===== src/rtl/sat_counter.sv =====
// Saturating up-counter with synchronous clear; clear beats increment.
`timescale 1ns/1ps
module sat_counter #(
  parameter int CNT_W = 8
) (
  input  logic             clk,
  input  logic             rst,
  input  logic             i_inc,
  input  logic             i_clr,
  output logic [CNT_W-1:0] o_count
);

  logic [CNT_W-1:0] r_count;

  // Count up until all-ones, then hold
  always_ff @(posedge clk or posedge rst) begin
    if (rst)
      r_count <= '0;
    else if (i_clr)
      r_count <= '0;
    else if (i_inc && !(&r_count))
      r_count <= r_count + CNT_W'(1);
  end

  assign o_count = r_count;

endmodule


===== config.mk =====
export PLATFORM = sky130hd
export DESIGN_NAME = sat_counter
export DESIGN_NICKNAME = d
export VERILOG_FILES = /design/src/rtl/sat_counter.sv
export SDC_FILE = /design/constraint.sdc
export NUM_CORES = 1
export LEC_CHECK = 0
export ABC_CLOCK_PERIOD_IN_PS = 1400
export CORE_AREA = 4 4 41 43
export DETAILED_ROUTE_END_ITERATION = 12
export DIE_AREA = 0 0 45 47
export PLACE_DENSITY = 0.66
export SLEW_MARGIN = 20
export SYNTH_ARGS = -nofsm -noshare
export SYNTH_HDL_FRONTEND = slang
export SYNTH_SLANG_ARGS = --single-unit

===== constraint.sdc =====
create_clock -name clk -period 1.4 [get_ports clk]
set_input_delay 0.21 -clock clk [delete_from_list [all_inputs] [get_ports clk]]
set_output_delay 0.21 -clock clk [all_outputs]
set_load 0.01 [all_outputs]

==> results of run 1 <==
## routing by layer
metal / part of all wire / up-vias / GRT usage
li1: - / 219 / -
met1: 0.46 / 224 / 0.168
met2: 0.49 / 13 / 0.206
met3: 0.048 / 0 / 0.0383
met4: 0 / 0 / 0.0526
met5: 0 / - / 0
## stage by stage
step | TNS, ns | std cells
after floorplan | -0.0139 | 44
after CTS | -0.00370 | 84
after global routing | -0.0471 | 84
final | -0.00182 | 84
after global placement | -0.0949 | 78
after detailed placement | -0.164 | 78
## logic make-up (layout without fill, tap and decap cells)
family                     Yosys count  in the layout  synth area share
buffers and inverters                4             29            0.0429
adders and majority gates            1              1            0.0286
DFF                                  8              8             0.457
muxes                                2              2            0.0486
AOI/OAI and AO/OA                   11             11             0.160
and+or+nand+nor                     18             18             0.263
## worst reg2reg max path, cell delays in order (launching register included)
cell     delay, ns
dfrtp_2       0.42
ha_4          0.18
and4_4        0.20
or4_1         0.40
a21oi_1       0.13
## area by class of cell
class / instances / area, um^2 / area share
clock buffer: 3 / 22.5 / 0.0321
multi-input combinational: 32 / 245 / 0.350
tap: 15 / 18.8 / 0.0268
timing repair buffer: 23 / 199 / 0.284
inverter: 3 / 11.3 / 0.0161
sequential: 8 / 204 / 0.291
## how the worst max path moves through the flow
stage / cells past startpoint / slack, ns / start / to
2_1_floorplan: 4 / -0.01 / o_count[1]$_DFFE_PP0P_ / o_count[0]$_DFFE_PP0P_
3_3_place_gp: 4 / -0.09 / i_inc / o_count[7]$_DFFE_PP0P_
3_5_place_dp: 4 / -0.11 / i_inc / o_count[7]$_DFFE_PP0P_
4_1_cts: 4 / -0.004 / o_count[0]$_DFFE_PP0P_ / o_count[7]$_DFFE_PP0P_
5_1_grt: 5 / -0.02 / o_count[0]$_DFFE_PP0P_ / o_count[5]$_DFFE_PP0P_
6_report: 4 / -0.002 / o_count[0]$_DFFE_PP0P_ / o_count[7]$_DFFE_PP0P_
## power by group
group          switching [uW]  internal [uW]  total [uW]
registers                5.67            238         244
clock network            78.1           98.1         176
logic                    30.7           40.5        71.3
## synthesized netlist by cell type (2+ instances only)
| cell type | instances |
|---|---|
| a211oi_1 | 2 |
| a21oi_1 | 4 |
| nand2b_1 | 2 |
| dfrtp_1 | 8 |
| and3_1 | 2 |
| inv_1 | 3 |
| nor3_1 | 4 |
## placed cells by master, fill, tap and decap left out, types with 2 or more instances in the layout
cell             synthesis  routed
a211oi_1                 2       2
buf_4                    1      12
a21oi_1                  4       4
clkdlybuf4s50_1          0       4
dlygate4sd2_1            0       5
nand2b_1                 2       2
dfrtp_2                  0       3
inv_1                    3       3
dfrtp_1                  8       5
clkbuf_4                 0       3
dlymetal6s2s_1           0       2
and3_1                   2       2
nor3_1                   4       4
## timing repair
action / 4_1_cts / 5_1_grt
buffers inserted: 3 / 0
resized for setup: 7 / 3
endpoints found under the setup margin: 9 / 5
hold buffers: 0 / 0
gates cloned: 0 / 0
==> run metrics, run 1 <==
GRT Overall Usage=0.131; reg-to-reg slack, setup=-0.002 ns; Final Hold Viols=0; crit path max fanout=4; Critical Path Max Stage Delay=approximately 0.42 ns; global-route wire length before repair=1940 um; Worst Tran Pin Value=between 0.3 and 0.4 ns; minimum clock period=about 1.4 ns; final core occ=0.538; WHS=roughly 0.2 ns; # IOs=12; Power Density=701 nW/um^2; # nets final=between 70 and 80; Die Height=approximately 47 um; Top delay family on crit path=simple AND/OR/NAND/NOR gates; Design Area, Final=701 um^2; largest net degree at the start of global routing=9; Buf/Inv on CP=0; Root Driver=clkbuf_4; Largest register FFs=8; Post-Route WL=between 1000 and 1500 um; die width=45 um; area leader, netlist=dfrtp_1; worst vdd ir=~0.36 mV; number of synthesized flops with an enable pin=0; RSZ-0062 raised after global routing=yes; Synth Register Bits=8; placed cell area=around 650 um^2; Tot Pwr=491 uW; Via Count=around 460; top-area cell type share of the netlist area=0.457; antenna-violating nets left=0; DPL Wire Length=just under 900 um; Seq/Total Area, Yosys=0.457; post-synthesis cell area=438 um^2; vias in the first global route=around 450; CTS Sinks=8; Top FF cell, synth=dfrtp_1; leak pwr=approximately 0.00035 uW; gr ovfl total=0; final setup fails=1; number of distinct library cells after synthesis=26; clock slew at reported path FFs=roughly 0.060 ns; pre-CTS WS=-0.115 ns; syn nets=49; I/O Buffers=11; Starting DRT DRC Count=10; fin crit share=1.00; yosys warns=0; worst setup margin=-0.00182 ns; crit-path cells=ha_4 > and4_4 > or4_1 > a21oi_1; FF-to-FF path depth=4; fillers=~130; 1st-pass router iterations=5; core area=between 1000 and 1500 um^2; Req. time, crit path=around 1.6 ns; Arrival @ worst endpoint=roughly 1.6 ns; Mean Syn Cell Area=around 10 um^2; Syn Inst Count=44; pins over their slew limit=0; drc violations=0; Die ar.=between 2000 and 2500 um^2; run status=complete, but fails checks; floorplan row count=13; CTS tree=done; Area Overhead vs Synth=60.0%; average via count per standard cell=roughly 5.4; failing checks=setup timing; placer's final routability congestion estimate=0.822; slowest CP cell=dfrtp_2; Highest Clock Rate=between 700 and 800 MHz; initial antenna violation count=0; synth top area cells=dfrtp_1 (46%), a21oi_1 (4.6%), nor3_1 (4.6%), a211oi_1 (3.4%), and3_1 (2.9%); worst hold-check path type=in2async; Setup crit end kind=flop; share of layout cells above drive strength 1=0.348; Worst-Skew Late Latency=between 0.2 and 0.3 ns; final antenna diode count=0; max-cap violations=0; max_slew headroom=0.783; Critical R2R Launch=o_count[0]$_DFFE_PP0P_; Avg WL per Cell=approximately 14 um; Worst Skew=slightly below 0.01 ns; crit start category=flop; FF-to-FF End=o_count[7]$_DFFE_PP0P_; worst setup path class=reg2reg; Initial Util=0.337; H-tree Lvls=1; total CTS buffers=3; Bufs on Longest Clock Path=2; Async S/R FF share, synth=1.00
Note: power is estimated with default switching activity, not from simulation.
==> run 2, diff against run 1 <==
--- a/config.mk
+++ b/config.mk
@@ -5,11 +5,12 @@
 export SDC_FILE = /design/constraint.sdc
 export NUM_CORES = 1
 export LEC_CHECK = 0
-export ABC_CLOCK_PERIOD_IN_PS = 1400
+export ABC_CLOCK_PERIOD_IN_PS = 1200
 export CORE_AREA = 4 4 41 43
+export CTS_CLUSTER_SIZE = 30
 export DETAILED_ROUTE_END_ITERATION = 12
 export DIE_AREA = 0 0 45 47
-export PLACE_DENSITY = 0.66
+export PLACE_DENSITY = 0.67
 export SLEW_MARGIN = 20
 export SYNTH_ARGS = -nofsm -noshare
 export SYNTH_HDL_FRONTEND = slang
==> constraint.sdc (replaced) <==
create_clock -name clk -period 1.2 [get_ports clk]
set_input_delay 0.18 -clock clk [delete_from_list [all_inputs] [get_ports clk]]
set_output_delay 0.18 -clock clk [all_outputs]
set_load 0.01 [all_outputs]
==> run metrics, run 2 (synthesis gave the netlist of run 1 again) <==
run status=complete, but fails checks; failing checks=setup timing; Clk pwr share=0.378 (+0.019); grt peak-use layer=met2; initial antenna violation count=0 (unchanged); I/O Buffers=11 (unchanged); Pint=459 uW (+22%); Die ar.=2120 um^2 (unchanged); Setup crit end kind=flop; worst setup margin=-0.162 ns (-0.160 ns); reg-to-reg slack, setup=-0.16 ns (-0.16 ns); worst vdd ir=0.599 mV (+65%); Sw Ratio=0.245 (+0.0119); Comb pwr share=0.155 (+0.010); FF-to-FF path depth=4 (unchanged); Post-Route WL=1580 um (+37%); fin crit share=1.13 (+0.134); pins over their slew limit=0 (unchanged); commonest non-fill, non-tap cell in the layout=buf_4; clock slew at reported path FFs=0.06 ns (about the same); Die Height=47 um (unchanged); antenna-violating nets left=0 (unchanged); largest net degree at the start of global routing=9 (unchanged); Switch Pwr=149 uW (+30%); max-cap violations=0 (unchanged); placer's final routability congestion estimate=0.822 (unchanged); Worst-Skew Late Latency=0.26 ns (about the same); crit path max fanout=3 (-1); placed cell area=676 um^2 (+4.7%); Initial Util=0.337 (unchanged); Final Hold Viols=0 (unchanged); Root Driver=clkbuf_4; Arrival @ worst endpoint=1.51 ns (-0.07 ns); commonest non-fill, non-tap cells in the layout=buf_4 (20), buf_6 (8), dfrtp_1 (5); CTS Sinks=8 (unchanged); Avg WL per Cell=15.9 um (+16%); Highest Clock Rate=734 MHz (+2.9%); cts-stage hold buffer count=0 (unchanged); GR Util met2=0.277 (+0.0706); average via count per standard cell=5.35 (-1.4%); grt met1 use=0.184 (+0.0159); # nets final=90 (+18%); Critical Path Max Stage Delay=0.42 ns (about the same); RSZ-0062 raised after global routing=yes; CTS tree=done; share of layout cells above drive strength 1=0.643 (+0.295); Design Area, Final=910 um^2 (+30%); worst setup path class=reg2reg; slowest CP cell=dfrtp_2; worst hold-check path type=in2async; Power Density=669 nW/um^2 (-4.6%); DPL Wire Length=892 um (+0.45%); drc violations=0 (unchanged); GR Layer Usage met3=0.0651 (+0.0268); Area Overhead vs Synth=108%; crit path from=o_count[0]$_DFFE_PP0P_; vias in the first global route=539 (+20%); Critical R2R Launch=o_count[0]$_DFFE_PP0P_; final setup fails=8 (+7); # IOs=12 (unchanged); WHS=0.167 ns (-0.0343 ns); fillers=109 (-14%); Bufs on Longest Clock Path=2 (unchanged); die width=45 um (unchanged); 1st-pass router iterations=4 (-1); GRT Overall Usage=0.163 (+0.0325); Largest register FFs=8 (unchanged); crit-path cells=ha_4 > and4_4 > a21boi_4 > mux2_4; gr ovfl total=0 (unchanged); global-route wire length before repair=2430 um (+25%); core area=1300 um^2 (unchanged); Reg power frac=0.467 (-0.029); leak pwr=0.000410 uW (+16%); H-tree Lvls=1 (unchanged); crit start category=flop; total CTS buffers=3 (unchanged); final antenna diode count=0 (unchanged); Worst Tran Pin Value=0.326 ns (+0.00129 ns); floorplan row count=13 (unchanged); minimum clock period=1.36 ns (-0.0400 ns); Worst Skew=0.00155 ns (-0.00822 ns); Starting DRT DRC Count=3 (-7); max_slew headroom=0.782 (-0.000862); Req. time, crit path=1.35 ns (-0.23 ns); Via Count=530 (+16%)
run 2: path summary, 6_finish.rpt:
path                                                to
worst max-delay path            o_count[0]$_DFFE_PP0P_
worst min-delay path            o_count[3]$_DFFE_PP0P_
worst max register to register  o_count[0]$_DFFE_PP0P_
worst min register to register  o_count[7]$_DFFE_PP0P_
max in group asynchronous       o_count[5]$_DFFE_PP0P_
min in group clk                o_count[7]$_DFFE_PP0P_
run 2: metal layers:
metal,share of wire,wire length [um]
met2,0.52,818
met4,0.025,40
met5,0,0
met3,0.047,74
met1,0.41,647
run 2: area by class of cell:
class / instances / area, um^2 / area share
multi-input cells: 32 / 334 / 0.367
repair buffers: 37 / 315 / 0.347
flip-flops and latches: 8 / 204 / 0.224
clock buffers: 4 / 26.3 / 0.0289
well taps: 15 / 18.8 / 0.0206
inverters: 3 / 11.3 / 0.0124
run 2: power by group through the flow:
stage	sequential (uW)	clock [uW]	combinational, uW
after floorplan	296	0	28.8
after global placement	289	0	82.0
after detailed placement	290	0	83.1
after CTS	284	237	87.5
after global routing	284	262	102
final	284	230	94.5
run 2: what timing repair did:
action	4_1_cts	5_1_grt
setup endpoints to repair	15	10
gates resized for setup	25	21
buffers inserted	9	5
pin swaps	8	9
run 2: metrics by stage:
| stage | setup TNS, ns | std cells | worst slack, ns | total power [uW] | util |
|---|---|---|---|---|---|
| 6_report | -0.803 | 99 | -0.162 | 608 | 0.699 |
| 5_1_grt | -1.14 | 99 | -0.204 | 649 | 0.699 |
| 4_1_cts | -0.524 | 94 | -0.163 | 609 | 0.608 |
| 3_5_place_dp | -1.40 | 82 | -0.292 | 373 | 0.519 |
| 3_3_place_gp | -1.23 | 82 | -0.271 | 371 | 0.519 |
| 2_1_floorplan | -0.467 | 44 | -0.214 | 325 | - |
run 2: worst max-delay path: cells and delay by family, from the launching register on:
| family | cells | cell delay [ns] |
|---|---|---|
| flops | 1 | 0.42 |
| mux | 1 | 0.32 |
| compound gates | 1 | 0.18 |
| fa+ha+maj | 1 | 0.17 |
| simple gates | 1 | 0.16 |
